## src/rtl/bch_corr_out_stage.sv

```systemverilog
// BCH correction output stage: XORs each delayed received chunk with its Chien
// error-location mask, frames the codeword and counts the corrected bits.
module bch_corr_out_stage #(
  parameter int    CH_WIDTH    = 2,
  parameter int    CW_CHUNKS   = 8,
  parameter string OUTTER_NAME = "",
  parameter string MODULE_NAME = "bch_corr_out_stage",
  localparam int   ERR_W       = $clog2(CW_CHUNKS * CH_WIDTH + 1),
  localparam int   CNT_W       = (CW_CHUNKS > 1) ? $clog2(CW_CHUNKS) : 1
) (
  input  logic                clk,
  input  logic                in_ctr_Arstn,
  input  logic                in_ctr_Srst,
  input  logic                in_ctr_start,
  input  logic                in_ctr_en,
  input  logic [CH_WIDTH-1:0] in_data,
  input  logic [CH_WIDTH-1:0] in_err_loc,
  input  logic                in_dec_fail,
  output logic [CH_WIDTH-1:0] out_data,
  output logic                out_vld,
  output logic                out_first,
  output logic                out_last,
  output logic                out_fail,
  output logic [ERR_W-1:0]    out_err_cnt,
  output logic                out_done,
  output logic                out_busy
);

  if (CW_CHUNKS < 2) begin : g_bad_cfg
    $error("%s.%s: CW_CHUNKS must be at least 2", OUTTER_NAME, MODULE_NAME);
  end

  typedef enum logic [1:0] {
    IDLE = 2'd0,
    RUN  = 2'd1,
    DONE = 2'd2
  } state_t;

  state_t              state, state_nxt;
  logic [CNT_W-1:0]    cnt, cnt_nxt;
  logic [CH_WIDTH-1:0] data_nxt;
  logic [CH_WIDTH-1:0] mask_eff;
  logic [ERR_W-1:0]    err_nxt;
  logic [ERR_W-1:0]    err_pop;
  logic                vld_nxt, first_nxt, last_nxt, fail_nxt, done_nxt;
  logic                is_last;

  assign is_last  = (cnt == CNT_W'(CW_CHUNKS - 1));
  assign out_busy = (state != IDLE);
  // An uncorrectable codeword is passed through untouched and not counted.
  assign mask_eff = out_fail ? '0 : in_err_loc;

  always_comb begin
    err_pop = '0;
    for (int i = 0; i < CH_WIDTH; i++) begin
      err_pop = err_pop + ERR_W'(mask_eff[i]);
    end
  end

  always_comb begin
    state_nxt = state;
    cnt_nxt   = cnt;
    data_nxt  = out_data;
    vld_nxt   = 1'b0;
    first_nxt = 1'b0;
    last_nxt  = 1'b0;
    fail_nxt  = out_fail;
    err_nxt   = out_err_cnt;
    done_nxt  = 1'b0;
    case (state)
      IDLE: begin
        if (in_ctr_start) begin
          state_nxt = RUN;
          cnt_nxt   = '0;
          err_nxt   = '0;
          fail_nxt  = in_dec_fail;
        end
      end
      RUN: begin
        if (in_ctr_en) begin
          data_nxt  = in_data ^ mask_eff;
          vld_nxt   = 1'b1;
          first_nxt = (cnt == '0);
          last_nxt  = is_last;
          err_nxt   = out_err_cnt + err_pop;
          if (is_last) begin
            cnt_nxt   = '0;
            state_nxt = DONE;
          end else begin
            cnt_nxt = cnt + 1'b1;
          end
        end
      end
      DONE: begin
        done_nxt  = 1'b1;
        state_nxt = IDLE;
      end
      default: state_nxt = IDLE;
    endcase
  end

  always_ff @(posedge clk or negedge in_ctr_Arstn) begin
    if (!in_ctr_Arstn) begin
      state       <= IDLE;
      cnt         <= '0;
      out_data    <= '0;
      out_vld     <= 1'b0;
      out_first   <= 1'b0;
      out_last    <= 1'b0;
      out_fail    <= 1'b0;
      out_err_cnt <= '0;
      out_done    <= 1'b0;
    end else if (in_ctr_Srst) begin
      state       <= IDLE;
      cnt         <= '0;
      out_data    <= '0;
      out_vld     <= 1'b0;
      out_first   <= 1'b0;
      out_last    <= 1'b0;
      out_fail    <= 1'b0;
      out_err_cnt <= '0;
      out_done    <= 1'b0;
    end else begin
      state       <= state_nxt;
      cnt         <= cnt_nxt;
      out_data    <= data_nxt;
      out_vld     <= vld_nxt;
      out_first   <= first_nxt;
      out_last    <= last_nxt;
      out_fail    <= fail_nxt;
      out_err_cnt <= err_nxt;
      out_done    <= done_nxt;
    end
  end

endmodule

```

## config.mk

```make
export PLATFORM = sky130hd
export DESIGN_NAME = bch_corr_out_stage
export DESIGN_NICKNAME = d
export VERILOG_FILES = /design/src/rtl/bch_corr_out_stage.sv
export SDC_FILE = /design/constraint.sdc
export NUM_CORES = 1
export LEC_CHECK = 0
export ABC_CLOCK_PERIOD_IN_PS = 1600
export BUFFER_PORTS_ARGS = -buffer_cell sky130_fd_sc_hd__buf_2
export CAP_MARGIN = 20
export CORE_MARGIN = 2
export CORE_UTILIZATION = 47
export DETAILED_ROUTE_END_ITERATION = 8
export PLACE_DENSITY = 0.83
export SYNTH_ARGS = -nofsm -noshare
export SYNTH_HDL_FRONTEND = slang
export SYNTH_SLANG_ARGS = --single-unit
```

## constraint.sdc

```tcl
create_clock -name clk -period 1.6 [get_ports clk]
set_input_delay 0.08 -clock clk [delete_from_list [all_inputs] [get_ports clk]]
set_output_delay 0.08 -clock clk [all_outputs]
set_load 0.1 [all_outputs]
```

== Yosys cells after proc, flatten, opt, wreduce, memory -nomap -nowiden ==
Cells that the tools add are included.
W data, S select, Z words.

* Add/sub/neg operators: 3
* Multiply operators: 0
* Div/mod/pow operators: 0
* $lt $le $gt $ge: 0
* Equal/unequal tests: 6
* Shift operators: 0
* Mux-type cells: 32
* Bitwise operators: 1
* Reductions and logical operators: 12

{| class="wikitable"
|+ Operators with widths
! cell !! count
|-
| $mux W2 || 8
|-
| $mux W5 || 3
|-
| $mux W1 || 14
|-
| $mux W3 || 4
|-
| $pmux W5 S2 || 1
|-
| $reduce_bool A2 Y1 || 5
|-
| $ne A3 B3 Y1 const B || 3
|-
| $pmux W3 S2 || 1
|-
| $reduce_and A3 Y1 || 2
|-
| $add A5 B2 Y5 || 1
|-
| $pmux W2 S2 || 1
|-
| $reduce_and A2 Y1 || 2
|-
| $add A3 B1 Y3 const B || 1
|-
| $eq A3 B3 Y1 const B || 1
|-
| $logic_not A3 Y1 || 1
|-
| $reduce_bool A3 Y1 || 1
|-
| $add A1 B1 Y2 || 1
|-
| $eq A2 B1 Y1 const B || 1
|-
| $eq A2 B2 Y1 const B || 1
|-
| $logic_not A2 Y1 || 1
|-
| $xor A2 B2 Y2 || 1
|}

* Bits in registers: 17
* Latch bits: 0
* Memory bits (writable): 0
* Memory bits (read-only): 0
* Input port bits: 10
* Output and inout port bits: 13
* Logic and storage cells: 63
* Memories: 0

== Longest topological paths before layout ==
Gate-level depths: netlist of run 1.

* Word-level depth: 6
* Depth in mapped cells: 6
* Mapped depth without buffers: 6

== Least setup slack after synthesis of run 1 ==
Ideal clock, no wire load.

* Kind: register -> register
* Start: reg out_fail
* End: reg out_err_cnt[4]
* Setup time: 0.173 ns
* Arrival: 2.072 ns
* Required time: 1.427 ns
* Setup slack: -0.645 ns
* Cell stages (with the launch flop): 6
* Buffers on the path: 0
* Period minus slack after synthesis: 2.245 ns
* Cell sequence: dfrtp_1 -> nor2b_1 -> fa_1 -> ha_1 -> a41oi_1 -> a31oi_1

* Cells in the longest elaborated chain, start to end: 6

{| class="wikitable"
|+ RTL lines
! what !! line !! RTL
|-
| start, declared || 23 || <nowiki>output logic out_fail,</nowiki>
|-
| start signal, assigned || 130 || <nowiki>out_fail <= fail_nxt;</nowiki>
|-
| $mux W2 || 51 || <nowiki>assign mask_eff = out_fail ? '0 : in_err_loc;</nowiki>
|-
| $add A1 B1 Y2 || 56 || <nowiki>err_pop = err_pop + ERR_W'(mask_eff[i]);</nowiki>
|-
| $add A5 B2 Y5 || 85 || <nowiki>err_nxt = out_err_cnt + err_pop;</nowiki>
|-
| $mux W5 || 80 || <nowiki>if (in_ctr_en) begin</nowiki>
|-
| $pmux W5 S2 || 70 || <nowiki>case (state)</nowiki>
|-
| $mux W5 || 113 || <nowiki>end else if (in_ctr_Srst) begin</nowiki>
|-
| end signal, assigned || 131 || <nowiki>out_err_cnt <= err_nxt;</nowiki>
|-
| end, declared || 24 || <nowiki>output logic [ERR_W-1:0] out_err_cnt,</nowiki>
|}

No other way between the ends. The select of a mux whose other input is x is not followed.
A chain may end at the register's enable or synchronous reset.

== Worst setup path in the final report of run 1 ==
* Start: reg out_fail
* End: reg out_err_cnt[2]

The elaborated chain is that of the path after synthesis.

==> results of run 1 <==
[repair_timing]
item	in CTS	in global routing
resized for setup	0	2
endpoints found under the setup margin	0	1
hold endpoints to repair	17	0
hold buffers	1	0
[cells in the mapped netlist (all sizes together)]
cell type / instances / area [µm²]
a31oi: 2 / 12.5
a41oi: 2 / 17.5
o21ai: 2 / 10.0
o31ai: 1 / 7.51
o21bai: 1 / 11.3
xnor2: 2 / 17.5
fa: 1 / 20.0
and3b: 1 / 8.76
inv: 6 / 22.5
nor4bb: 1 / 25.0
a21oi: 1 / 5.00
nand2: 7 / 26.3
nor3: 1 / 5.00
mux2i: 6 / 60.1
dfrtp: 17 / 425
nor2: 4 / 15.0
nand3: 5 / 25.0
a211oi: 2 / 15.0
or2: 1 / 6.26
nand2b: 1 / 6.26
nor3b: 3 / 27.5
and3: 1 / 7.51
and2: 2 / 15.0
ha: 4 / 50.1
nor2b: 2 / 12.5
buf: 4 / 41.3
[where the power goes]
group	total [mW]	leakage [nW]	switching, mW	internal, mW
Sequential	0.458	0.228	0.0137	0.444
Combinational	0.208	0.303	0.147	0.0607
Clock	0.230	0.0177	0.137	0.0931
[worst max-delay path: cells and delay by family (launching register included)]
family	cells	cell delay, ps
compound gates	2	240
fa+ha+maj	2	590
flops	1	470
simple gates	2	130
[area by class of cell]
cell class / instances / area [µm²] / area share [%]
inverter: 6 / 22.5 / 2.04
timing repair buffer: 25 / 135 / 12.2
clock buffer: 3 / 22.5 / 2.04
sequential: 17 / 432 / 39.0
multi-input combinational: 53 / 458 / 41.4
clock inverter: 1 / 5.00 / 0.452
tap: 25 / 31.3 / 2.83
[kinds of logic (layout without fill, tap and decap cells)]
family | after synthesis | count (layout) | synth area share (%)
AOI/OAI and AO/OA | 11 | 11 | 8.80
buffers and inverters | 10 | 35 | 7.12
DFF | 17 | 17 | 47.5
muxes | 6 | 6 | 6.70
adders and majority gates | 5 | 5 | 7.82
xor gates and xnor gates | 2 | 2 | 1.96
and+or+nand+nor | 29 | 29 | 20.1
[metal layers]
metal,track usage [%],up-vias
met3,6.79,0
met1,21.1,321
met2,31.4,26
met4,3.24,0
met5,0,-
li1,-,325
[through the flow]
step           setup WS, ps  cell area (µm²)
6_report                104             1110
5_1_grt                26.0             1110
4_1_cts                65.1             1100
3_5_place_dp           72.4             1060
3_3_place_gp            159             1060
2_1_floorplan         -67.8              945
[final timing paths]
check / endpoint / from / slack (ps)
max reg2reg: out_err_cnt[2] / out_fail / 100
min reg2reg: out_err_cnt[4] / out_err_cnt[4] / 540
max in group asynchronous: out_fail / in_ctr_Arstn / 1060
min: out_fail / in_dec_fail / 80
max: out_err_cnt[2] / out_fail / 100
min in group asynchronous: out_first / in_ctr_Arstn / 220
[state kept, by name, indices dropped and copies added (netlist names)]
name / flops
cnt: 3
out_data: 2
out_done: 1
out_err_cnt: 5
out_fail: 1
out_first: 1
out_last: 1
out_vld: 1
state: 2
==> metrics, run 1 <==
outcome complete, no violations; Tcrit/Tclk final 93.5%; Clock Tree Root clkbuf_4; Ports 23; worst min path class primary input to flop; Hold Crit Depth 3; most frequent cells in the layout buf_2 (22), dfrtp_1 (14), nand2_1 (7), inv_1 (6), mux2i_1 (6); CTS Buffer Depth 2; CTS Sinks 17; wl on met1 723 µm; antenna-violating nets left 0; GRT Resource Usage Total 17.9%; DR WL met2 922 µm; final setup TNS 0 ps; sequential fraction of the synthesis area 47.5%; area grow syn2layout 23.5%; PwrDens 810 nW/µm²; CP Capture Type flop; placed instance count 125; die footprint 2270 µm²; fraction of layout cells with a size suffix above 1 43.8%; Tightest Pin Transition 502 ps; CP Data Required Time 1810 ps; final worst path period need 1500 ps; RSZ-0062 raised after global routing false; final net count 121; WS Path Type flop to flop; post-DP HPWL 1350 µm; largest net degree at the start of global routing 18; R2R cell count 6; Slowest cell on crit path dfrtp_4; relative slew slack 66.5%; crit path max fanout 4; fin. max-slew vios 0; worst skew pair latency 300 ps; Leak Pwr 0.548 nW; TritonRoute pass-1 iters 4; Peak VDD IR 0.000514 V; Worst setup SP type flop; Clk pin slew, worst setup/hold paths 100 ps; via/cell ratio 5.17; Die H 47.7 µm; TritonCTS clock tree yes; Mean Syn Cell Area 11.2 µm²; first-pass GRT wire length 2740 µm; commonest non-fill, non-tap cell in the layout buf_2; Post-CTS Setup Bufs 0; clk_skew 8.69 ps; post-synthesis register bit count 17; row count 15; Starting Density 50.8%; IO buf count 22; Core Area 1760 µm²; grt total ovfl 0; Hold Vio Cnt, Final 0; synthesized area 896 µm²; Highest Signal Layer met3; drt wl/cell 13.5 µm; vias in the first global route 636; RD Place Congestion 0.758; htree depth 1; initial antenna violation count 0; FILL cells 156; post-synthesis cell count 80; Final setup violation count 0; Finished Layout Cells 130; final core utilization 62.7%; # diodes 0; DR iter-0 viols 6; Num CTS Buffers 3; Data arrival, critical path 1710 ps; max cap viols 0; Die Width 47.7 µm; post-synth cell types 28; CP Cell Sequence nor2b_4 -> fa_2 -> ha_4 -> nand3_2 -> a21oi_2 -> o31ai_2; synth warn 0; hold slack 80.1 ps; worst stage delay on the critical path 470 ps; syn_nets 95; Total Power 896 µW; DRC errors left 0; FMAX 669 MHz; met3 wire len 111 µm; Post-Route WL 1760 µm; vias 672
No activity file was read; power rests on OpenSTA's default activity.
==> run 2: changes to the inputs <==
--- a/config.mk
+++ b/config.mk
@@ -5,9 +5,10 @@
 export SDC_FILE = /design/constraint.sdc
 export NUM_CORES = 1
 export LEC_CHECK = 0
+export ABC_AREA = 1
 export ABC_CLOCK_PERIOD_IN_PS = 1600
 export BUFFER_PORTS_ARGS = -buffer_cell sky130_fd_sc_hd__buf_2
-export CAP_MARGIN = 20
+export CAP_MARGIN = 15
 export CORE_MARGIN = 2
 export CORE_UTILIZATION = 47
 export DETAILED_ROUTE_END_ITERATION = 8
==> run 2 against run 1 <==
  * Clock power fell by 3%
  * Sequential cell count did not move
  * Final area is 0.45% lower
  * Maximum frequency decreased by 1.7%
  * Highest routed layer is now met4
  * Worst setup slack lost 26 ps
  * Sequential share of layout area rose by 0.064 points
  * Non-clock buffer count stayed put
  * Clock-buffer cell count rose by 1
  * Wire length shrank 9.4%
  * Global-route usage down 0.93 points
  * Die area shrank 0.13%
==> metrics, run 2 <==
post-synthesis cell count 99 (+24%); Num CTS Buffers 3 (unchanged); post-synth top area cell dfrtp_1; sequential fraction of the synthesis area 47.6% (+0.066 points); fraction of layout cells with a size suffix above 1 38.6% (-5.2 points); cell family with the largest share of critical-path delay adder cells; Mean Syn Cell Area 9.04 µm² (-19%); Data arrival, critical path 1690 ps (-20 ps); most frequent cells in the layout buf_2 (22), nand2_1 (20), dfrtp_1 (15), inv_1 (11); RD Place Congestion 0.764 (+0.79%); Starting Density 50.7% (-0.071 points); synth warn 0 (unchanged); clk_skew 0.493 ps (-8.19 ps); vias in the first global route 609 (-4.2%); Worst setup SP type flop; Top Registers out_err_cnt x5, cnt x3; mux cell area share after synthesis 0% (-6.7 points); commonest cells in the netlist nand2_1 (22), dfrtp_1 (17), inv_1 (14); outcome complete, no violations; Hold Vio Cnt, Final 0 (unchanged); post-synth cell types 19 (-32%); dpl ws 60.5 ps (-11.8 ps); Ports 23 (unchanged); final instance area 1100 µm² (-0.45%); GRT Resource Usage Total 17.0% (-0.93 points); Synth Area in Simple Gates 24.3% (+4.2 points); Synth Area in Compound Gates 10.2% (+1.4 points); antenna-violating nets left 0 (unchanged); Clk pin slew, worst setup/hold paths 100 ps (about the same); Synth async-reset ratio 100% (unchanged); commonest non-fill, non-tap cell in the layout buf_2; TritonRoute pass-1 iters 4 (unchanged); worst min path class primary input to flop; dpl cell area 1050 µm² (-1.2%); row count 15 (unchanged); worst skew pair latency 280 ps (-20 ps); CTS Buffer Depth 2 (unchanged); Die Width 47.6 µm (about the same); Top reg by flops out_err_cnt; max FFs per register 5 (unchanged); synthesized area 895 µm² (-0.14%); die footprint 2270 µm² (-0.13%); largest family of logic cells by synthesized area simple AND/OR/NAND/NOR gates; CP Buf/Inv Count 2 (+2); CTS Sinks 17 (unchanged); PwrDens 952 nW/µm² (+18%); Leak Pwr 0.585 nW (+6.7%); WS Path Type flop to flop; hold slack 38.1 ps (-41.9 ps); CP Data Required Time 1770 ps (-40 ps); first-pass GRT wire length 2600 µm (-5.0%); worst stage delay on the critical path 420 ps (-50 ps); post-synthesis register bit count 17 (unchanged); Slowest cell on crit path dfrtp_4; IO buf count 22 (unchanged); syn_nets 114 (+20%); TritonCTS clock tree yes; adder-cell area share of the yosys netlist 7.83% (+0.011 points); Tcrit/Tclk final 95.1% (+1.6 points); DRC errors left 0 (unchanged); xor and xnor area share after synthesis 2.94% (+0.98 points); drt wl/cell 10.5 µm (-23%); CP Cell Sequence inv_2 -> nand2_2 -> inv_2 -> fa_2 -> ha_4 -> nand3_1 -> nand2_1 -> nand3_1 -> o21ai_1; Post-Route WL 1590 µm (-9.4%); fin. max-slew vios 0 (unchanged); Clock Tree Root clkbuf_4; crit path max fanout 3 (-1); Synth Flop Type dfrtp_1; FMAX 657 MHz (-1.7%); final net count 143 (+18%); Core Area 1760 µm² (unchanged); via/cell ratio 4.68 (-9.4%); Synth top area share 47.6% (+0.066 points); Final setup violation count 0 (unchanged); relative slew slack 67.4% (+0.88 points); top-count cell post-synth nand2_1; initial antenna violation count 0 (unchanged); largest net degree at the start of global routing 18 (unchanged); setup ws final 77.9 ps (-26.4 ps); FILL cells 177 (+13%); area grow syn2layout 23.1%; htree depth 1 (unchanged); final worst path period need 1520 ps (+26.4 ps); post-DP HPWL 1260 µm (-6.5%); # diodes 0 (unchanged); Die H 47.6 µm (about the same); vias 712 (+6.0%); DR iter-0 viols 11 (+5); grt total ovfl 0 (unchanged); Synth area leaders dfrtp_1 (48%), nand2_1 (9.2%), inv_1 (5.9%); Tightest Pin Transition 493 ps (-9.12 ps); max cap viols 0 (unchanged); Peak VDD IR 0.000507 V (-1.4%); CP Capture Type flop; Post-synth EDFFs 0 (unchanged)
## run 2: final timing paths
| check | startpoint | end | slack (ps) | depth (start not counted) |
|---|---|---|---|---|
| setup reg to reg | out_fail | out_err_cnt[4] | 80 | 9 |
| max in group asynchronous | in_ctr_Arstn | out_fail | 1060 | 2 |
| hold / removal | in_ctr_Srst | out_fail | 40 | 2 |
| min in group asynchronous | in_ctr_Arstn | out_done | 240 | 2 |
| hold reg to reg | cnt[2] | out_first | 460 | 1 |
| setup / recovery | out_fail | out_err_cnt[4] | 80 | 9 |
## run 2: through the flow
step | util, % | TNS [ps] | power, mW | instances
after floorplan | - | -389 | 0.760 | 99
after global placement | 59.4 | 0 | 0.819 | 145
after detailed placement | 59.4 | 0 | 0.826 | 145
after CTS | 61.4 | 0 | 1.05 | 150
after global routing | 62.4 | -5.56 | 1.11 | 152
final | 62.4 | 0 | 1.05 | 152
## run 2: what timing repair did
action	4_1_cts	5_1_grt
setup endpoints to repair	0	3
hold buffers	1	0
buffers inserted	0	2
hold endpoints to repair	17	0
gates resized for setup	0	2
## run 2: cell families after synthesis
group | Yosys count
AND/OR/NAND/NOR | 45
flip-flops | 17
buffers and inverters | 15
AO/OA/AOI/OAI | 14
adder cells (fa/ha/maj) | 5
XOR/XNOR | 3
## run 2: metal layers
layer / global-route usage [%] / up-vias / wire (µm)
li1: - / 371 / -
met4: 8.11 / 0 / 19
met5: 0 / - / 0
met3: 3.40 / 2 / 89
met2: 27.6 / 18 / 740
met1: 21.7 / 321 / 745
## run 2: layout make-up
| cell class | count | area (µm²) | share of cell area, % |
|---|---|---|---|
| sequential | 17 | 430 | 39.1 |
| multi-input combinational | 67 | 425 | 38.6 |
| timing repair buffer | 25 | 135 | 12.3 |
| inverter | 14 | 52.6 | 4.77 |
| tap | 25 | 31.3 | 2.84 |
| clock buffer | 4 | 26.3 | 2.39 |
## run 2: power breakdown
part | internal, mW | leakage [nW] | switching [mW] | total [mW]
Clock | 0.0966 | 0.0150 | 0.127 | 0.223
Combinational | 0.0790 | 0.341 | 0.266 | 0.345
Sequential | 0.457 | 0.229 | 0.0230 | 0.480
Total | 0.633 | 0.585 | 0.415 | 1.05
==> run 3: changes to the inputs <==
--- a/config.mk
+++ b/config.mk
@@ -12,7 +12,7 @@
 export CORE_MARGIN = 2
 export CORE_UTILIZATION = 47
 export DETAILED_ROUTE_END_ITERATION = 8
-export PLACE_DENSITY = 0.83
+export PLACE_DENSITY = 0.77
 export SYNTH_ARGS = -nofsm -noshare
 export SYNTH_HDL_FRONTEND = slang
 export SYNTH_SLANG_ARGS = --single-unit
==> run 3 against run 2 <==
  * Sequential cell count stayed put
  * Core utilization fell by 0.43 points
  * Critical endpoint is now out_err_cnt[2]
  * Maximum frequency is 0.82% higher
  * Clock power increased by 4%
  * Critical path depth decreased by 1
  * Via count is 0.84% higher
  * Final area is 0.68% lower
  * Critical path type unchanged
==> metrics, run 3 (synthesis results as in run 2) <==
outcome complete, no violations; Post-Route WL 1600 µm (+0.25%); Core Area 1760 µm² (unchanged); area grow syn2layout 22.2%; Hold Crit Depth 2 (unchanged); Top cell by count, worst path inv_2; final setup TNS 0 ps (unchanged); R2R cell count 8 (-1); Starting Density 50.7% (unchanged); DR iter-0 viols 10 (-1); reg-to-reg endpoint out_err_cnt[2]; grt total ovfl 0 (unchanged); htree depth 1 (unchanged); RSZ-0062 raised after global routing true; IO buf count 22 (unchanged); CP Data Required Time 1830 ps (+60 ps); die footprint 2270 µm² (unchanged); hold_sp in_ctr_Srst; Die Width 47.6 µm (unchanged); worst skew pair latency 290 ps (about the same); Die H 47.6 µm (unchanged); commonest non-fill, non-tap cell in the layout buf_2; R2R setup slack 90 ps (about the same); GRT Resource Usage Total 18.3% (+1.3 points); CP Capture Type flop; antenna-violating nets left 0 (unchanged); PwrDens 963 nW/µm² (+1.1%); final net count 142 (-0.70%); CTS Sinks 17 (unchanged); worst stage delay on the critical path 420 ps (about the same); worst min path class primary input to flop; most frequent cells in the layout buf_2 (22), nand2_1 (20), dfrtp_1 (15), inv_1 (11); RD Place Congestion 0.757 (-0.94%); fin. max-slew vios 0 (unchanged); hold slack 22.7 ps (-15.5 ps); largest net degree at the start of global routing 18 (unchanged); CTS Buffer Depth 2 (unchanged); Peak VDD IR 0.000617 V (+22%); TritonCTS clock tree yes; Slowest cell on crit path dfrtp_4; Tcrit/Tclk final 94.4% (-0.78 points); max cap viols 0 (unchanged); WS Path Type flop to flop; Leak Pwr 0.580 nW (-0.88%); fraction of layout cells with a size suffix above 1 38.1% (-0.49 points); Reg2Reg Launch Point out_fail; drt wl/cell 10.6 µm (+0.92%); Worst setup SP type flop; clk_skew 1.73 ps (+1.23 ps); Total Power 1.05 mW (+0.43%); Clk pin slew, worst setup/hold paths 100 ps (about the same); worst hold endpoint out_fail; relative slew slack 67.9% (+0.54 points); crit path max fanout 3 (unchanged); via/cell ratio 4.75 (+1.5%); CP Cell Sequence inv_2 -> nand2_2 -> inv_2 -> fa_2 -> ha_4 -> xor2_1 -> nand2_1 -> o21ai_2; # diodes 0 (unchanged); TritonRoute pass-1 iters 3 (-1); Top reg by flops out_err_cnt; first-pass GRT wire length 2690 µm (+3.5%); Num CTS Buffers 3 (unchanged); Tightest Pin Transition 485 ps (-8.21 ps); Clock Tree Root clkbuf_4; final worst path period need 1510 ps (-12.4 ps); Data arrival, critical path 1740 ps (+50 ps); row count 15 (unchanged); Top Registers out_err_cnt x5, cnt x3; initial antenna violation count 0 (unchanged); Ports 23 (unchanged); final core utilization 62.0% (-0.43 points); Hold Vio Cnt, Final 0 (unchanged); post-DP HPWL 1210 µm (-3.9%); max FFs per register 5 (unchanged); Final setup violation count 0 (unchanged); FMAX 662 MHz (+0.82%); vias 718 (+0.84%); DRC errors left 0 (unchanged); vias in the first global route 636 (+4.4%)
==> run 3: changes by cell type in the layout (fill, tap and decap cells not counted), sizes merged <==
cell  change
buf       -1
==> run 3: metal layers <==
metal	GRT usage, %	vias to the layer above	wire length (µm)
met1	21.6	331	709
li1	-	367	-
met4	13.0	0	34
met2	28.9	16	779
met3	4.53	4	74
met5	0	-	0
==> run 3: final cells by class <==
class	instances	area, µm²
Clock buffer	4	26.3
Fill cell	168	671
Inverter	14	52.6
Timing Repair Buffer	24	128
Sequential cell	17	430
Tap cell	25	31.3
Multi-Input combinational cell	67	425
==> run 3: worst max-delay path: cells and delay by family, from the launching register on <==
kind,cells,cell delay (ps)
adders and majority gates,2,570
DFF,1,420
and+or+nand+nor,2,150
xor gates and xnor gates,1,120
AOI/OAI and AO/OA,1,110
buffers and inverters,2,80
==> run 3: how the worst max path moves through the flow <==
| stage | start | endpoint | slack, ps |
|---|---|---|---|
| finish | out_fail | out_err_cnt[2] | 90 |
| global route | out_fail | out_err_cnt[2] | -40 |
| CTS | out_fail | out_err_cnt[2] | 60 |
| detailed placement | out_fail | out_err_cnt[2] | 80 |
| global placement | out_fail | out_err_cnt[2] | 110 |
| floorplan | out_fail | out_err_cnt[2] | -160 |
==> run 3: stage by stage <==
| step | instance area [µm²] | setup WS [ps] | instances |
|---|---|---|---|
| final | 1090 | 90.4 | 151 |
| after detailed placement | 1050 | 77.2 | 145 |
| after floorplan | 917 | -163 | 99 |
| after global placement | 1050 | 105 | 145 |
| after CTS | 1080 | 57.8 | 150 |
| after global routing | 1090 | -44.9 | 151 |
==> run 3: timing repair <==
action | in CTS | in global routing
resized for setup | 0 | 2
setup endpoints to repair | 0 | 3
hold buffers | 1 | 0
buffers inserted | 0 | 1
hold endpoints to repair | 17 | 0
==> run 3: where the power goes <==
part / internal [mW] / switching (mW)
logic: 0.0755 / 0.265
registers: 0.457 / 0.0232
clock network: 0.0971 / 0.135
total: 0.630 / 0.423
